$ cat src/rtl/riscv_amo_pkg.sv
`default_nettype none
// ============================================================================
//  Module      : riscv_amo_pkg
//  Description : Shared definitions for the RISC-V A-extension controller:
//                FSM state type, funct5 operation codes, funct3 width codes,
//                memory size codes and a funct5 legality helper.
//  Revision    : 1.0 - initial release
// ============================================================================
package riscv_amo_pkg;

    typedef enum logic [1:0] {
        S_IDLE = 2'd0,
        S_RD   = 2'd1,
        S_WR   = 2'd2,
        S_RSP  = 2'd3
    } amo_state_e;

    // instr[31:27] operation encodings
    localparam logic [4:0] c_f5_add  = 5'b00000;
    localparam logic [4:0] c_f5_swap = 5'b00001;
    localparam logic [4:0] c_f5_lr   = 5'b00010;
    localparam logic [4:0] c_f5_sc   = 5'b00011;
    localparam logic [4:0] c_f5_xor  = 5'b00100;
    localparam logic [4:0] c_f5_or   = 5'b01000;
    localparam logic [4:0] c_f5_and  = 5'b01100;
    localparam logic [4:0] c_f5_min  = 5'b10000;
    localparam logic [4:0] c_f5_max  = 5'b10100;
    localparam logic [4:0] c_f5_minu = 5'b11000;
    localparam logic [4:0] c_f5_maxu = 5'b11100;

    // funct3 width encodings
    localparam logic [2:0] c_f3_w = 3'b010;
    localparam logic [2:0] c_f3_d = 3'b011;

    // memory access size encodings
    localparam logic [1:0] c_size_w = 2'b10;
    localparam logic [1:0] c_size_d = 2'b11;

    function automatic logic f5_is_legal(input logic [4:0] f5);
        case (f5)
            c_f5_add, c_f5_swap, c_f5_lr, c_f5_sc, c_f5_xor, c_f5_or,
            c_f5_and, c_f5_min, c_f5_max, c_f5_minu, c_f5_maxu:
                f5_is_legal = 1'b1;
            default:
                f5_is_legal = 1'b0;
        endcase
    endfunction

endpackage
`default_nettype wire

$ cat src/rtl/riscv_amo_alu.sv
`default_nettype none
// ============================================================================
//  Module      : riscv_amo_alu
//  Description : Combinational AMO datapath. Produces the value written back
//                to memory from the loaded value and rs2.
//  Ports       : i_old    - value loaded from memory
//                i_rs2    - rs2 operand
//                i_funct5 - AMO operation select
//                i_is_d   - 1 = doubleword op, 0 = word op (bits [31:0])
//                o_new    - new memory value (word results zero-extended)
//  Revision    : 1.0 - initial release
// ============================================================================
module riscv_amo_alu
    import riscv_amo_pkg::*;
#(
    parameter int XLEN = 32
) (
    input  logic [XLEN-1:0] i_old,
    input  logic [XLEN-1:0] i_rs2,
    input  logic [4:0]      i_funct5,
    input  logic            i_is_d,
    output logic [XLEN-1:0] o_new
);

    logic [XLEN-1:0] w_d_res;
    logic [31:0]     w_w_res;
    logic [31:0]     w_a32;
    logic [31:0]     w_b32;

    assign w_a32 = i_old[31:0];
    assign w_b32 = i_rs2[31:0];

    // Full-width result (only selected for doubleword ops)
    always_comb begin
        w_d_res = i_rs2;
        case (i_funct5)
            c_f5_add:  w_d_res = i_old + i_rs2;
            c_f5_xor:  w_d_res = i_old ^ i_rs2;
            c_f5_and:  w_d_res = i_old & i_rs2;
            c_f5_or:   w_d_res = i_old | i_rs2;
            c_f5_min:  w_d_res = ($signed(i_old) < $signed(i_rs2)) ? i_old : i_rs2;
            c_f5_max:  w_d_res = ($signed(i_old) > $signed(i_rs2)) ? i_old : i_rs2;
            c_f5_minu: w_d_res = (i_old < i_rs2) ? i_old : i_rs2;
            c_f5_maxu: w_d_res = (i_old > i_rs2) ? i_old : i_rs2;
            default:   w_d_res = i_rs2;
        endcase
    end

    // 32-bit result: compares and wrap-around happen at word width
    always_comb begin
        w_w_res = w_b32;
        case (i_funct5)
            c_f5_add:  w_w_res = w_a32 + w_b32;
            c_f5_xor:  w_w_res = w_a32 ^ w_b32;
            c_f5_and:  w_w_res = w_a32 & w_b32;
            c_f5_or:   w_w_res = w_a32 | w_b32;
            c_f5_min:  w_w_res = ($signed(w_a32) < $signed(w_b32)) ? w_a32 : w_b32;
            c_f5_max:  w_w_res = ($signed(w_a32) > $signed(w_b32)) ? w_a32 : w_b32;
            c_f5_minu: w_w_res = (w_a32 < w_b32) ? w_a32 : w_b32;
            c_f5_maxu: w_w_res = (w_a32 > w_b32) ? w_a32 : w_b32;
            default:   w_w_res = w_b32;
        endcase
    end

    always_comb begin
        o_new = '0;
        if (i_is_d) begin
            o_new = w_d_res;
        end else begin
            o_new[31:0] = w_w_res;
        end
    end

endmodule
`default_nettype wire

$ cat src/rtl/riscv_amo_ctrl.sv
`default_nettype none
// ============================================================================
//  Module      : riscv_amo_ctrl
//  Description : LR/SC/AMO sequencer. Accepts one request at a time, performs
//                a read and/or write on a simple req/ack memory port, keeps
//                the LR reservation and returns a one-cycle response.
//  Ports       : clk_i/rst_ni        - clock, async active-low reset
//                req_*               - request handshake and operands
//                mem_*               - memory access port (held until ack)
//                flush_i             - clears the LR reservation
//                rsp_valid_o/_data_o/_err_o - one-cycle result
//  Revision    : 1.0 - initial release
// ============================================================================
module riscv_amo_ctrl
    import riscv_amo_pkg::*;
#(
    parameter int XLEN = 32
) (
    input  logic            clk_i,
    input  logic            rst_ni,
    input  logic            req_valid_i,
    output logic            req_ready_o,
    input  logic [4:0]      req_funct5_i,
    input  logic [2:0]      req_funct3_i,
    input  logic [XLEN-1:0] req_addr_i,
    input  logic [XLEN-1:0] req_data_i,
    output logic            mem_req_o,
    output logic            mem_we_o,
    output logic [XLEN-1:0] mem_addr_o,
    output logic [1:0]      mem_size_o,
    output logic [XLEN-1:0] mem_wdata_o,
    input  logic            mem_ack_i,
    input  logic [XLEN-1:0] mem_rdata_i,
    input  logic            mem_err_i,
    input  logic            flush_i,
    output logic            rsp_valid_o,
    output logic [XLEN-1:0] rsp_data_o,
    output logic            rsp_err_o
);

    amo_state_e      r_state;
    logic [4:0]      r_funct5;
    logic [2:0]      r_funct3;
    logic [XLEN-1:0] r_data;
    logic            r_rsv_valid;
    logic [XLEN-1:0] r_rsv_addr;

    logic            w_legal;
    logic            w_misal;
    logic            w_sc_hit;
    logic            w_is_d;
    logic [XLEN-1:0] w_rd_ext;
    logic [XLEN-1:0] w_alu_new;
    logic [XLEN-1:0] w_sc_wdata;

    assign req_ready_o = (r_state == S_IDLE);

    // Doubleword is only legal on a 64-bit datapath
    assign w_legal  = f5_is_legal(req_funct5_i) &&
                      ((req_funct3_i == c_f3_w) || ((req_funct3_i == c_f3_d) && (XLEN == 64)));
    assign w_misal  = (req_funct3_i == c_f3_d) ? (req_addr_i[2:0] != 3'd0)
                                               : (req_addr_i[1:0] != 2'd0);
    assign w_sc_hit = r_rsv_valid && (r_rsv_addr == req_addr_i);
    assign w_is_d   = (r_funct3 == c_f3_d);

    // Loaded value as returned to rd: word loads are sign-extended
    always_comb begin
        w_rd_ext = {XLEN{mem_rdata_i[31]}};
        w_rd_ext[31:0] = mem_rdata_i[31:0];
        if (w_is_d) begin
            w_rd_ext = mem_rdata_i;
        end
    end

    always_comb begin
        w_sc_wdata = '0;
        w_sc_wdata[31:0] = req_data_i[31:0];
        if (req_funct3_i == c_f3_d) begin
            w_sc_wdata = req_data_i;
        end
    end

    riscv_amo_alu #(
        .XLEN (XLEN)
    ) u_alu (
        .i_old    (mem_rdata_i),
        .i_rs2    (r_data),
        .i_funct5 (r_funct5),
        .i_is_d   (w_is_d),
        .o_new    (w_alu_new)
    );

    always_ff @(posedge clk_i or negedge rst_ni) begin
        if (!rst_ni) begin
            r_state     <= S_IDLE;
            r_funct5    <= '0;
            r_funct3    <= '0;
            r_data      <= '0;
            r_rsv_valid <= 1'b0;
            r_rsv_addr  <= '0;
            mem_req_o   <= 1'b0;
            mem_we_o    <= 1'b0;
            mem_addr_o  <= '0;
            mem_size_o  <= '0;
            mem_wdata_o <= '0;
            rsp_valid_o <= 1'b0;
            rsp_data_o  <= '0;
            rsp_err_o   <= 1'b0;
        end else begin
            case (r_state)
                S_IDLE: begin
                    if (req_valid_i) begin
                        r_funct5   <= req_funct5_i;
                        r_funct3   <= req_funct3_i;
                        r_data     <= req_data_i;
                        mem_addr_o <= req_addr_i;
                        mem_size_o <= req_funct3_i[1:0];
                        if (!w_legal || w_misal) begin
                            r_state     <= S_RSP;
                            rsp_valid_o <= 1'b1;
                            rsp_err_o   <= 1'b1;
                            rsp_data_o  <= '0;
                        end else if (req_funct5_i == c_f5_sc) begin
                            if (w_sc_hit) begin
                                r_state     <= S_WR;
                                mem_req_o   <= 1'b1;
                                mem_we_o    <= 1'b1;
                                mem_wdata_o <= w_sc_wdata;
                            end else begin
                                r_state     <= S_RSP;
                                rsp_valid_o <= 1'b1;
                                rsp_err_o   <= 1'b0;
                                rsp_data_o  <= XLEN'(1);
                            end
                        end else begin
                            r_state   <= S_RD;
                            mem_req_o <= 1'b1;
                            mem_we_o  <= 1'b0;
                        end
                        // Every SC consumes the reservation, hit or miss
                        if (req_funct5_i == c_f5_sc) begin
                            r_rsv_valid <= 1'b0;
                        end
                    end
                end
                S_RD: begin
                    if (mem_ack_i) begin
                        if (mem_err_i) begin
                            r_state     <= S_RSP;
                            mem_req_o   <= 1'b0;
                            rsp_valid_o <= 1'b1;
                            rsp_err_o   <= 1'b1;
                            rsp_data_o  <= '0;
                            r_rsv_valid <= 1'b0;
                        end else if (r_funct5 == c_f5_lr) begin
                            r_state     <= S_RSP;
                            mem_req_o   <= 1'b0;
                            rsp_valid_o <= 1'b1;
                            rsp_err_o   <= 1'b0;
                            rsp_data_o  <= w_rd_ext;
                            r_rsv_valid <= 1'b1;
                            r_rsv_addr  <= mem_addr_o;
                        end else begin
                            // rd value is captured now; it is presented after the write
                            r_state     <= S_WR;
                            mem_we_o    <= 1'b1;
                            mem_wdata_o <= w_alu_new;
                            rsp_data_o  <= w_rd_ext;
                        end
                    end
                end
                S_WR: begin
                    if (mem_ack_i) begin
                        r_state     <= S_RSP;
                        mem_req_o   <= 1'b0;
                        mem_we_o    <= 1'b0;
                        rsp_valid_o <= 1'b1;
                        rsp_err_o   <= mem_err_i;
                        if (mem_err_i) begin
                            rsp_data_o  <= '0;
                            r_rsv_valid <= 1'b0;
                        end else if (r_funct5 == c_f5_sc) begin
                            rsp_data_o <= '0;
                        end
                    end
                end
                S_RSP: begin
                    r_state     <= S_IDLE;
                    rsp_valid_o <= 1'b0;
                    rsp_err_o   <= 1'b0;
                end
                default: begin
                    r_state <= S_IDLE;
                end
            endcase
            // Flush has the last word over any reservation set above
            if (flush_i) begin
                r_rsv_valid <= 1'b0;
            end
        end
    end

endmodule
`default_nettype wire

$ cat config.mk
export PLATFORM = sky130hd
export DESIGN_NAME = riscv_amo_ctrl
export DESIGN_NICKNAME = d
export VERILOG_FILES = /design/src/rtl/riscv_amo_pkg.sv /design/src/rtl/riscv_amo_alu.sv /design/src/rtl/riscv_amo_ctrl.sv
export SDC_FILE = /design/constraint.sdc
export NUM_CORES = 1
export LEC_CHECK = 0
export CAP_MARGIN = 20
export CELL_PAD_IN_SITES_DETAIL_PLACEMENT = 1
export CELL_PAD_IN_SITES_GLOBAL_PLACEMENT = 1
export CORE_ASPECT_RATIO = 1.75
export CORE_UTILIZATION = 41
export CTS_CLUSTER_DIAMETER = 40
export DETAILED_ROUTE_END_ITERATION = 8
export PLACE_DENSITY = 0.93
export SYNTH_ARGS = -nofsm -noshare
export SYNTH_HDL_FRONTEND = slang
export SYNTH_SLANG_ARGS = --single-unit
$ cat constraint.sdc
create_clock -name clk_i -period 4.4 [get_ports clk_i]
set_input_delay 0.88 -clock clk_i [delete_from_list [all_inputs] [get_ports clk_i]]
set_output_delay 0.88 -clock clk_i [all_outputs]
set_load 0.005 [all_outputs]
==> out/results.ini <==
[run_status]
status = complete, no violations

[sta]
setup_tns_ns = 0
setup_violations = 0
slew-limit-headroom_pct = 33.53
timing.final.crit_share_pct = 98.07
fin_ws_ns = 0.08508
report.final.hold_viol_count = 0
whs_ns = 0.4642
rsz0062_at_grt = no
tightest_slew_ns = 0.9971
finClkSkew_ns = 0.01271
slew_violations = 0
min_period_ns = 4.315
fmax_mhz = 231.8

[pwr]
leakagePower_uw = 0.007172
peakVddDrop_mv = 0.4141
power_density_mw_per_mm2 = 690.6

[synthesis]
syn_area_per_cell_sq_um = 9.052
synth-edff-count = 0
synth_cell_types = 67
ys_seq_area_share_pct = 35.66
ys_ff_latch = 174
yosys-top-cells-area = dfrtp_1 (36%), ha_1 (10%), mux2_2 (9.5%)
synth_nets = 1561
yosys.area.top_type_share_pct = 35.66
dominantRegCellSynth = dfrtp_1
synth-async-reset-ratio_pct = 100.0
yosysTopAreaCell = dfrtp_1
syn_inst = 1349
synth_area_sq_mm = 0.01221
yosys_warnings = 0

[critical_path]
r2r_setup_slack_ns = 0.58
crit_path_max_fanout = 12
reg2reg_depth = 14
start_kind = primary input
cp.arrival_ns = 4.65
r2r-start = r_data[11]
cp-end-kind = flip-flop
r2r-end = mem_wdata_o[24]
critical_path_class = primary input to flip-flop
cp.required_ns = 4.73

[routing]
finalWirelength_um = 48180
viasPerCell = 6.000
vias = 12210
post-route-drc-count = 0
first_pass_iters = 5
antenna_left = 0
post_drt_wl_per_cell_um = 23.67
first_iter_violations = 579

[grt]
grt_pass1_vias = 13760
grt_pass1_wl_um = 75130
grt_antenna_before_repair = 2
grt_max_degree = 98
grt.total_usage_pct = 32.05
overflow = 0

[floorplan]
ioPinCount = 213
die_h_um = 230.3
dieArea_sq_mm = 0.03051
coreArea_sq_mm = 0.02929
start_util_pct = 41.70
row_count = 83
chipWidth_um = 132.5

[job]
max_cap_violations = 0

[clock_network]
clk_path_buf_depth = 2
clk_pin_slew_worst_paths_ns = 0.08
cts.sink_count = 174
numCtsBuffers = 17
cts_tree = yes
cts_max_level = 4
clkLatencyLatePin_ns = 0.47
cts_root_buf = clkbuf_16

[finish]
final_cell_mix = clkdlybuf4s50_1 (211), dfrtp_1 (174), nand2_1 (163)
drive_gt1_share_pct = 17.92
areaGrowthSynthToFinish_pct = 33.12
mostFrequentLayoutCell = clkdlybuf4s50_1
layout.cells.non_filler = 2035
nets = 1851
fillers = 3333

[placement]
place.gp.congestion = 0.9309
portBuffers = 212
dp.cells = 2002
dp_slack_ns = -0.3419
hpwl_um = 35240

[hold_path]
hp-class = primary input to async pin

worst max path at each step:
stage	from	end	slack, ns	cells after the start
CTS	mem_rdata_i[10]	mem_wdata_o[24]	0.09	15
global placement	mem_rdata_i[10]	mem_wdata_o[16]	-0.13	14
detailed placement	mem_rdata_i[10]	mem_wdata_o[24]	-0.34	15
finish	mem_rdata_i[10]	mem_wdata_o[24]	0.09	15
floorplan	mem_rdata_i[14]	mem_wdata_o[1]	0.63	14
global route	mem_rdata_i[10]	mem_wdata_o[1]	0.04	16
cell families after synthesis:
family	Yosys count	synth area share [%]
simple gates	368	14.06
buf+inv	168	5.451
compound gates	364	19.51
flops	174	35.66
mux	122	11.16
xor+xnor	51	3.658
fa+ha+maj	102	10.51
report_power, final:
group          switching, uW  total (uW)  leakage (uW)  internal [uW]
sequential               690        2960       0.00220           2270
combinational           3620        6670       0.00467           3050
clock                    821        1590      0.000296            773
per-layer routing:
layer | vias up | part of all wire [%] | GRT usage (%)
met5 | - | 0.033 | 0
li1 | 5401 | - | -
met1 | 6101 | 35 | 31.40
met2 | 519 | 53 | 59.70
met4 | 2 | 6.1 | 21.80
met3 | 187 | 5.6 | 6.614
worst max-delay path, stage by stage:
cell and delay, ns:
clkdlybuf4s50_1 0.59, inv_1 0.08, ha_1 0.33, nor4_1 0.34
buf_4 0.17, nand4_1 0.18, or4_1 0.58, a21oi_1 0.21
o21ai_0 0.12, mux2_4 0.38, buf_4 0.25, nand2_1 0.10
nand3_1 0.08, a221oi_1 0.27, a311oi_1 0.08
synthesized netlist by cell type (3+ instances only):
cell and n:
a22oi_1 14, o311ai_0 4, buf_1 3, dfrtp_1 174
xor2_1 15, inv_1 85, a21oi_1 66, nor4_1 11
nor4_4 3, mux2_2 103, o21bai_1 6, nand2_1 164
nand3b_1 3, o22ai_1 5, nor3b_1 3, a31o_2 5
nor3_1 16, mux2i_1 18, buf_2 18, a211oi_1 9
o21ai_1 3, a221oi_1 29, nand3_1 26, a41oi_1 6
a221o_1 7, o211ai_1 18, buf_4 3, o31ai_1 3
xnor2_1 36, a21o_1 12, a31oi_1 30, o21ai_0 109
a21boi_0 4, nand4_1 12, ha_1 101, or4_1 3
and3_1 13, nand2b_1 10, clkbuf_1 57, o2111ai_1 14
nor2_1 76, and2_1 4, nor2b_1 19
timing repair:
| action | 4_1_cts | 5_1_grt |
|---|---|---|
| gates resized for setup | 0 | 1 |
| hold buffers | 0 | 0 |
| endpoints found under the setup margin | 0 | 1 |
| endpoints found under the hold margin | 0 | 0 |
| buffers inserted | 0 | 0 |
cell type report:
type	count	area, sq um	area share, %
repair buffers	353	3257	20.03
inverters	86	322.8	1.986
multi-input cells	1007	7233	44.49
flip-flops and latches	174	4354	26.78
well taps	382	478.0	2.940
diodes	1	2.502	0.01539
clock inverters	15	183.9	1.131
clock buffers	17	425.4	2.617
flip-flops by register name, indices dropped and copies added (netlist names):
name	cells
r_rsv_addr	32
r_data	32
rsp_data_o	32
mem_req_o	1
mem_addr_o	32
r_funct5	5
mem_wdata_o	32
r_rsv_valid	1
r_state	2
mem_we_o	1
rsp_valid_o	1
rsp_err_o	1
mem_size_o	2
metrics by stage:
step | area, sq um | util (%) | total power, uW
6_report | 16260 | 55.51 | 11230
5_1_grt | 16260 | 55.51 | 11830
4_1_cts | 16250 | 55.49 | 11160
3_5_place_dp | 15640 | 53.41 | 9443
3_3_place_gp | 15640 | 53.41 | 9047
2_1_floorplan | 12210 | - | 6386
No activity file was read; power rests on OpenSTA's default activity.
